$ cat src/rtl/rank_chime_pkg.sv
// rtl/rank_chime_pkg.sv - note frequencies, FSM states and melody tables for rank_chime
package rank_chime_pkg;

  localparam int F_C5 = 523;
  localparam int F_E5 = 659;
  localparam int F_G5 = 784;
  localparam int F_C6 = 1047;

  typedef enum logic [1:0] {
    ST_IDLE,
    ST_TONE,
    ST_GAP,
    ST_NEXT
  } state_e;

  typedef enum logic [1:0] {
    NOTE_C5,
    NOTE_E5,
    NOTE_G5,
    NOTE_C6
  } note_e;

  function automatic int note_freq(input note_e note);
    case (note)
      NOTE_C5: return F_C5;
      NOTE_E5: return F_E5;
      NOTE_G5: return F_G5;
      default: return F_C6;
    endcase
  endfunction

  function automatic logic [2:0] note_count(input logic [1:0] id);
    case (id)
      2'd1:    return 3'd4;
      2'd2:    return 3'd3;
      2'd3:    return 3'd2;
      default: return 3'd0;
    endcase
  endfunction

  // Melody table indexed by {chime, note index}
  function automatic note_e note_of(input logic [1:0] id, input logic [1:0] idx);
    case ({id, idx})
      4'b01_00: return NOTE_C5;
      4'b01_01: return NOTE_E5;
      4'b01_10: return NOTE_G5;
      4'b01_11: return NOTE_C6;
      4'b10_00: return NOTE_E5;
      4'b10_01: return NOTE_G5;
      4'b10_10: return NOTE_C6;
      4'b11_00: return NOTE_G5;
      4'b11_01: return NOTE_C6;
      default:  return NOTE_C5;
    endcase
  endfunction

  // Bit 0 is rank 1, which has the highest priority
  function automatic logic [1:0] pick_chime(input logic [2:0] mask);
    if (mask[0]) return 2'd1;
    if (mask[1]) return 2'd2;
    if (mask[2]) return 2'd3;
    return 2'd0;
  endfunction

  function automatic logic [2:0] chime_mask(input logic [1:0] id);
    case (id)
      2'd1:    return 3'b001;
      2'd2:    return 3'b010;
      2'd3:    return 3'b100;
      default: return 3'b000;
    endcase
  endfunction

endpackage

$ cat src/rtl/rank_chime_tone_gen.sv
// rtl/rank_chime_tone_gen.sv - square-wave tone generator, restarts low on enable rise or pitch change
module tone_gen #(
  parameter int HALF_W = 8
) (
  input  logic              clk,
  input  logic              rst,
  input  logic              en_i,
  input  logic [HALF_W-1:0] half_i,
  output logic              wave_o
);

  logic              en_q;
  logic [HALF_W-1:0] half_q;
  logic [HALF_W-1:0] cnt_q;
  logic [HALF_W-1:0] cnt_d;
  logic              wave_q;
  logic              wave_d;
  logic              restart;

  assign restart = !en_q || (half_i != half_q);

  // The restart cycle counts as the first cycle of the half period
  always_comb begin
    cnt_d  = cnt_q;
    wave_d = wave_q;
    if (!en_i) begin
      cnt_d  = '0;
      wave_d = 1'b0;
    end else if (restart) begin
      cnt_d  = HALF_W'(1);
      wave_d = 1'b0;
    end else if (cnt_q == half_i - 1'b1) begin
      cnt_d  = '0;
      wave_d = ~wave_q;
    end else begin
      cnt_d  = cnt_q + 1'b1;
    end
  end

  always_ff @(posedge clk) begin
    if (rst) begin
      en_q   <= 1'b0;
      half_q <= '0;
      cnt_q  <= '0;
      wave_q <= 1'b0;
    end else begin
      en_q   <= en_i;
      half_q <= half_i;
      cnt_q  <= cnt_d;
      wave_q <= wave_d;
    end
  end

  assign wave_o = wave_q & en_i;

endmodule

$ cat src/rtl/rank_chime.sv
// rtl/rank_chime.sv - plays a per-rank chime on rank-change level transitions
// Optional RANK_CHIME_QUEUE_EN: remember events that arrive while busy and replay them.
module rank_chime
  import rank_chime_pkg::*;
#(
  parameter int CLK_HZ  = 100_000_000,
  parameter int NOTE_MS = 100,
  parameter int GAP_MS  = 20
) (
  input  logic       clk,
  input  logic       rst,
  input  logic       signal_sound_1,
  input  logic       signal_sound_2,
  input  logic       signal_sound_3,
  output logic       audio_out,
  output logic       audio_sd,
  output logic       busy,
  output logic [1:0] chime_id
);

  localparam int NOTE_CYC = CLK_HZ / 1000 * NOTE_MS;
  localparam int GAP_CYC  = CLK_HZ / 1000 * GAP_MS;
  localparam int CNT_MAX  = (NOTE_CYC > GAP_CYC) ? NOTE_CYC : GAP_CYC;
  localparam int CNT_W    = $clog2(CNT_MAX + 1);
  localparam int HALF_C5  = CLK_HZ / (2 * note_freq(NOTE_C5));
  localparam int HALF_E5  = CLK_HZ / (2 * note_freq(NOTE_E5));
  localparam int HALF_G5  = CLK_HZ / (2 * note_freq(NOTE_G5));
  localparam int HALF_C6  = CLK_HZ / (2 * note_freq(NOTE_C6));
  localparam int HALF_W   = $clog2(HALF_C5 + 1);

  logic [2:0]        sound;
  logic [2:0]        prev_q;
  logic [2:0]        ev;
  state_e            state_q;
  state_e            state_d;
  logic [CNT_W-1:0]  cnt_q;
  logic [CNT_W-1:0]  cnt_d;
  logic [1:0]        idx_q;
  logic [1:0]        idx_d;
  logic [1:0]        chime_q;
  logic [1:0]        chime_d;
  logic [1:0]        start_sel;
  logic              start;
  logic [HALF_W-1:0] half;
  logic              tone_en;
  logic              wave;
`ifdef RANK_CHIME_QUEUE_EN
  logic [2:0]        pend_q;
  logic [2:0]        pend_d;
  logic [2:0]        pend_set;
`endif

  assign sound = {signal_sound_3, signal_sound_2, signal_sound_1};
  assign ev    = sound ^ prev_q;

  always_comb begin
    state_d = state_q;
    cnt_d   = cnt_q;
    idx_d   = idx_q;
    chime_d = chime_q;
    start   = 1'b0;
`ifdef RANK_CHIME_QUEUE_EN
    pend_set  = pend_q | ev;
    pend_d    = pend_set;
    start_sel = pick_chime(pend_set);
`else
    start_sel = pick_chime(ev);
`endif
    case (state_q)
      ST_IDLE: start = (start_sel != 2'd0);
      ST_TONE: begin
        if (cnt_q == CNT_W'(NOTE_CYC - 1)) begin
          state_d = ST_GAP;
          cnt_d   = '0;
        end else begin
          cnt_d   = cnt_q + 1'b1;
        end
      end
      ST_GAP: begin
        if (cnt_q == CNT_W'(GAP_CYC - 1)) begin
          cnt_d = '0;
          if ({1'b0, idx_q} == note_count(chime_q) - 3'd1) begin
            state_d = ST_NEXT;
          end else begin
            state_d = ST_TONE;
            idx_d   = idx_q + 2'd1;
          end
        end else begin
          cnt_d = cnt_q + 1'b1;
        end
      end
      ST_NEXT: begin
`ifdef RANK_CHIME_QUEUE_EN
        start = (start_sel != 2'd0);
`endif
        if (!start) begin
          state_d = ST_IDLE;
          chime_d = 2'd0;
        end
      end
      default: state_d = ST_IDLE;
    endcase
    if (start) begin
      state_d = ST_TONE;
      cnt_d   = '0;
      idx_d   = 2'd0;
      chime_d = start_sel;
`ifdef RANK_CHIME_QUEUE_EN
      pend_d  = pend_set & ~chime_mask(start_sel);
`endif
    end
  end

  always_ff @(posedge clk) begin
    if (rst) begin
      prev_q  <= sound;
      state_q <= ST_IDLE;
      cnt_q   <= '0;
      idx_q   <= 2'd0;
      chime_q <= 2'd0;
`ifdef RANK_CHIME_QUEUE_EN
      pend_q  <= 3'b000;
`endif
    end else begin
      prev_q  <= sound;
      state_q <= state_d;
      cnt_q   <= cnt_d;
      idx_q   <= idx_d;
      chime_q <= chime_d;
`ifdef RANK_CHIME_QUEUE_EN
      pend_q  <= pend_d;
`endif
    end
  end

  always_comb begin
    case (note_of(chime_q, idx_q))
      NOTE_C5: half = HALF_W'(HALF_C5);
      NOTE_E5: half = HALF_W'(HALF_E5);
      NOTE_G5: half = HALF_W'(HALF_G5);
      default: half = HALF_W'(HALF_C6);
    endcase
  end

  assign tone_en = (state_q == ST_TONE);

  tone_gen #(
    .HALF_W(HALF_W)
  ) u_tone_gen (
    .clk   (clk),
    .rst   (rst),
    .en_i  (tone_en),
    .half_i(half),
    .wave_o(wave)
  );

  assign audio_out = wave;
  assign busy      = (state_q != ST_IDLE);
  assign audio_sd  = busy;
  assign chime_id  = chime_q;

endmodule

$ cat config.mk
export PLATFORM = sky130hd
export DESIGN_NAME = rank_chime
export DESIGN_NICKNAME = d
export VERILOG_FILES = /design/src/rtl/rank_chime_pkg.sv /design/src/rtl/rank_chime_tone_gen.sv /design/src/rtl/rank_chime.sv
export SDC_FILE = /design/constraint.sdc
export NUM_CORES = 1
export LEC_CHECK = 0
export BUFFER_PORTS_ARGS = -buffer_cell sky130_fd_sc_hd__buf_2
export CAP_MARGIN = 20
export CORE_UTILIZATION = 45
export CTS_CLUSTER_SIZE = 28
export DETAILED_ROUTE_END_ITERATION = 8
export PLACE_DENSITY = 0.66
export SYNTH_ARGS = -nofsm -noshare
export SYNTH_HDL_FRONTEND = slang
export SYNTH_SLANG_ARGS = --single-unit
$ cat constraint.sdc
create_clock -name clk -period 3.2 [get_ports clk]
set_input_delay 0.32 -clock clk [delete_from_list [all_inputs] [get_ports clk]]
set_output_delay 0.32 -clock clk [all_outputs]
set_load 0.005 [all_outputs]
* Yosys cells after proc, flatten, opt, wreduce, memory -nomap -nowiden
Memory sizes are Yosys's and may differ from the RTL's.
Index checks and enable logic that the tools add are counted.
** Storage, ports and cells
- Memory bits (read-only) :: 32
- RAM bits :: 0
- Bits in registers :: 69
- Memories kept :: 1
- Latch bits :: 0
- Input port bits :: 5
** Operators by class
- Reductions and logical operators :: 17
- Eq/ne operators :: 17
- Magnitude comparators :: 0
- $mul :: 0
- Bitwise gates (word level) :: 5
- Multiplexer cells :: 29
- Divide/modulo/power cells :: 0
- Add/sub/neg operators :: 5
- Shift operators :: 0
** Memory list
- (no name shown) :: depth 16, width 2, read ports 1, clocked after Yosys merged registers in 0, write ports 0, line rank_chime_pkg.sv:43 : case ({id, idx})
** Operators by type and width (number)
- $pmux W17 S3 :: 1
- $mux W24 :: 2
- $pmux W24 S2 :: 1
- $add A24 B1 Y24 const B :: 1
- $eq A24 B21 Y1 const B :: 1
- $eq A24 B24 Y1 const B :: 1
- $mux W2 :: 11
- $add A17 B1 Y17 const B :: 1
- $eq A17 B17 Y1 :: 1
- $ne A17 B17 Y1 :: 1
- $sub A17 B1 Y17 const B :: 1
- $eq A2 B2 Y1 const B :: 5
- $mux W1 :: 10
- $pmux W3 S3 :: 1
- $reduce_and A3 Y1 :: 3
- $reduce_bool A2 Y1 :: 4
- $eq A2 B1 Y1 const B :: 3
- $mux W3 :: 2
- $ne A3 B3 Y1 const B :: 2
- $pmux W2 S3 :: 1
- $logic_not A2 Y1 :: 2
- $ne A2 B2 Y1 const B :: 2
- $reduce_bool A4 Y1 :: 1
- $reduce_or A2 Y1 :: 2
- other kinds (11) :: 13

* Longest topological paths before layout
- Depth after elaboration :: 12
- Gate-level depth with buffers :: 13
- Mapped depth without buffers :: 12

* By module
A second synthesis with hierarchy kept.
** Second synthesis, totals
- Cell total of the unflattened synthesis :: 435
- Area, all modules :: 3858.7 um^2
** By module, submodules not included
- tone_gen :: instances 1, cells an instance 224, seq. area each 720.7 um^2, area an instance 2047.0 um^2
- rank_chime :: instances 1, cells an instance 211, seq. area each 660.6 um^2, area an instance 1811.7 um^2

* Worst setup path before layout
No wires, ideal clock.
- Path kind :: reg-to-reg
- Start :: reg idx_q[0]
- End :: reg u_tone_gen.wave_q
- Period minus slack after synthesis :: 3.161 ns
- Cell stages (with the launch flop) :: 13
- Setup slack :: 0.039 ns
- Data arrival time :: 3.095 ns
- Required time :: 3.134 ns
- Setup time :: 0.066 ns
- Path through :: dfxtp_1 inv_1 ha_1 inv_1 mux2i_1 a22oi_1 inv_1 ha_1 or3b_4 a2111oi_4 o22ai_2 or4_4 a21oi_2
** On the way
- Cells in the longest elaborated chain, start to end :: 6
** Ends and longest elaborated chain
- from (decl) :: line rank_chime.sv:38 : logic [1:0] idx_q;
- from (signal assigned) :: line rank_chime.sv:128 : idx_q <= idx_d;
- $mem_v2 Z16 W2 (*)
- $eq A2 B2 Y1, or another cell as far along :: line rank_chime.sv:137 : case (note_of(chime_q, idx_q))
- $pmux W17 S3 (*) :: line rank_chime.sv:137
- via half[2] :: line rank_chime.sv:44 : logic [HALF_W-1:0] half;
- parallel branches: the longest is 3 deep, another holds $sub A17 B1 Y17
- to (signal assigned) :: line rank_chime_tone_gen.sv:50 : wave_q <= wave_d;
- to (decl) :: line rank_chime_tone_gen.sv:16 : logic wave_q;
Mark *: on every way through the listed nets, which the timed path passes.
A chain may end at the register's enable or synchronous reset.

* Worst setup path after layout
- Start :: reg idx_q[1]
- End :: reg u_tone_gen.wave_q
** On the way
- Cells in the longest elaborated chain, start to end :: 6
** Ends and longest elaborated chain (line)
- $mem_v2 Z16 W2 (*)
- $eq A2 B2 Y1, or another cell as far along :: rank_chime.sv:137
- $pmux W17 S3 (*) :: rank_chime.sv:137
- parallel branches: the longest is 3 deep, another holds $sub A17 B1 Y17
Mark *: on every way between the ends.

==> key figures <==
Yosys
  – Syn_area_per_cell: 9.14 um^2
  – Synth Area in Compound Gates: 6.79%
  – EDFF count, synth: 0
  – Commonest cells in the netlist: dfxtp_1 (61), nor3_1 (41), xnor2_1 (35)
  – Main combinational cell family by area after synthesis: simple AND/OR/NAND/NOR gates
  – Simple-gate share of the synthesized area: between 30% and 40%
  – Sequential fraction of the synthesis area: roughly 36%
  – Yosys cell types: 58
  – Synth area leader: dfxtp_1
  – Synth top area cells: dfxtp_1 (36%), xnor2_1 (9.1%), ha_1 (6.7%)
  – Asr flop ratio synth: 0%
  – Post-Syn Nets: around 400
  – Most used DFF post-synth: dfxtp_1
  – Yosys top cell area share: 36.4%
  – Post-synthesis mux area share: around 1.3%
  – Register bit total from synthesis: 61
  – Post-Synth Adder-Cell Area: roughly 6.7%
  – Post-Syn Area: 3350 um^2
  – Top-count cell post-synth: dfxtp_1
  – Synth Area in XOR/XNOR: 13.3%
  – Yosys warnings: 0
  – Syn Inst Count: approximately 370

Setup path
  – Critical path class: flop to flop
  – Critical Path Source: idx_q[1]$_SDFFE_PP0P_
  – Critical Path Start Type: flop
  – Sequence of cells on the critical path: inv_1 > ha_1 > or3_1 > a31o_4 > ha_1 > and4bb_1 > xnor2_1 > or4_4 > or4_4 > a21oi_2
  – Worst path arrival time: approximately 3300 ps
  – Worst r2r src: idx_q[1]$_SDFFE_PP0P_
  – CP top delay family: simple AND/OR/NAND/NOR gates
  – CP max FO: 7
  – CP required: 3470 ps
  – Slowest-stage cell, CP: or4_4
  – Worst Setup End Kind: flop
  – CP peak stage delay: 430 ps
  – Worst path buffer plus inverter count: 1

Route
  – Routed WL: approximately 6500 um
  – Residual DRC count: 0
  – Max Used Layer: met4
  – WL per Instance: 13.5 um
  – WL met2: around 2900 um
  – Post-route ant nets: 0
  – Drt via density: about 5.3
  – WL met1: ~3300 um
  – First drt pass iteration count: 4
  – Met3 WL post-DR: 200 um
  – First DRT Iteration DRCs: 121
  – DR vias: approximately 2.6k

Timing
  – Worst Max-Slew Pin Slew: 458 ps
  – Hold Fails Final Rpt: 0
  – Max-slew violation count: 0
  – Final Critical Period: approximately 3000 ps
  – Setup TNS: 0 ps
  – Final setup violation count: 0
  – Clock Skew: roughly 12 ps
  – Period utilization: 95.0%
  – Max-slew headroom: between 60% and 70%
  – RSZ-0062 raised after global routing: false
  – Fmax: 329 MHz
  – Final setup margin: 160 ps

CTS
  – CTS sink cnt: 61
  – H-tree lvl count: 3
  – Reg clk slew, reported paths: roughly 70 ps
  – Post-CTS Setup Bufs: 0
  – Clk root buf: clkbuf_8
  – TritonCTS Buffers: 9
  – Hold buffers post-CTS: 0
  – Largest buffer count on any clock path: 2
  – CTS tree: done
  – Later-pin clock latency in the skew report: 340 ps

Floorplanning
  – IO Pins: 10
  – Die H: 88.3 um
  – Initial Util: roughly 46%
  – Die X: between 80 and 90 um
  – Rows: 31
  – Core box area: 7210 um^2
  – Full die area: 7800 um^2

Global route
  – First-pass GRT wire length: 11200 um
  – GRT Overall Usage: between 10% and 20%
  – Vias in the first global route: ~2.3k
  – Largest net degree at the start of global routing: 25
  – Total gr overflow: 0
  – Initial antenna violation count: 0

Power and ir drop
  – Total power: about 2000 uW
  – Pwr Density: 532 nW/um^2
  – Leakage: ~0.0013 uW
  – VDD IR max: 0.229 mV

Worst hold path
  – Worst Min Path Start: signal_sound_1
  – Worst Hold Class: input pin to flop

Run
  – Max-cap violations: 0

Status
  – Status: completed

Placed design
  – Gpl congestion: just under 0.8
  – Post-Place Cells: around 470
  – Dpl hpwl: around 4600 um
  – # port buffers: 9
  – DP Worst Slack: between 7 and 8 ps

Final layout
  – ANT cells: 0
  – Layout area overhead: 12.7%
  – Share of post-route cells with drive strength above 1: 17.6%
  – Nets@finish: 404
  – Non-Filler Instances: between 400 and 500
## through the flow
stage	utilization, %	hold WS [ps]	area [um^2]
floorplan	-	348	3350
global placement	48.6	449	3510
detailed placement	48.6	453	3510
CTS	51.4	93.2	3710
global route	52.4	79.6	3780
finish	52.4	105	3780
## state kept, by name, indices dropped and copies added, names as in the netlist
| name | flops |
|---|---|
| cnt_q | 24 |
| u_tone_gen.cnt_q | 17 |
| u_tone_gen.half_q | 9 |
| prev_q | 3 |
| chime_id | 2 |
| idx_q | 2 |
| state_q | 2 |
| u_tone_gen.en_q | 1 |
| u_tone_gen.wave_q | 1 |
## area by class of cell
| cell class | count | area [um^2] |
|---|---|---|
| inverters | 17 | 66.3 |
| well taps | 99 | 124 |
| repair buffers | 17 | 118 |
| flip-flops and latches | 61 | 1220 |
| multi-input cells | 275 | 2050 |
| clock inverters | 3 | 17.5 |
| clock buffers | 13 | 179 |
| fillers | 648 | 3440 |
## report_power, final
part	switching, uW	internal (uW)	total, uW
Sequential	46.0	803	849
Combinational	282	221	503
Clock	295	363	657
Total	622	1390	2010
## kinds of logic after synthesis
| logic type | after synthesis |
|---|---|
| and+or+nand+nor | 175 |
| DFF | 61 |
| xor gates and xnor gates | 51 |
| buffers and inverters | 31 |
| AOI/OAI and AO/OA | 27 |
| adders and majority gates | 18 |
| muxes | 4 |
## cells in the final DEF, fill, tap and decap left out, types with 2 or more instances in the layout
| cell type | n |
|---|---|
| a21oi_2 | 2 |
| xnor2_1 | 35 |
| nor3_1 | 41 |
| a22oi_1 | 2 |
| o31ai_1 | 2 |
| and2_1 | 3 |
| or3_1 | 3 |
| ha_4 | 2 |
| a21oi_1 | 4 |
| o21ai_0 | 2 |
| nor4_1 | 7 |
| clkbuf_8 | 13 |
| buf_4 | 7 |
| nor2_1 | 25 |
| nor2b_1 | 5 |
| clkinv_2 | 2 |
| and4_1 | 5 |
| a31oi_1 | 2 |
| buf_2 | 9 |
| nor3b_2 | 2 |
| ha_1 | 16 |
| nor3b_1 | 2 |
| and3_1 | 5 |
| dfxtp_1 | 60 |
| inv_1 | 15 |
| xor2_1 | 16 |
| nand2_1 | 18 |
| nand4_1 | 13 |
| mux2i_1 | 3 |
| nand3_1 | 16 |
| nand2b_1 | 5 |
| or4_4 | 2 |
| nor3_2 | 10 |
| o21a_1 | 2 |
## metal layers
metal / GRT usage, % / vias to the layer above
met5: 0 / -
met4: 7.92 / 0
met3: 6.53 / 15
met2: 27.4 / 33
met1: 24.8 / 1188
li1: - / 1324
## path summary, 6_finish.rpt
| path | to | slack [ps] | depth (start not counted) |
|---|---|---|---|
| worst max-delay path | u_tone_gen.wave_q$_SDFFE_PP0P_ | 160 | 10 |
| worst min-delay path | prev_q[0]$_DFF_P_ | 110 | 1 |
| worst max register to register | u_tone_gen.wave_q$_SDFFE_PP0P_ | 160 | 10 |
| worst min register to register | u_tone_gen.wave_q$_SDFFE_PP0P_ | 510 | 2 |
## repair_timing
action	4_1_cts	5_1_grt
endpoints found under the setup margin	2	18
gates cloned	0	0
gates resized for setup	2	11
pin swaps	0	1
Power figures use the tool's default switching activity.
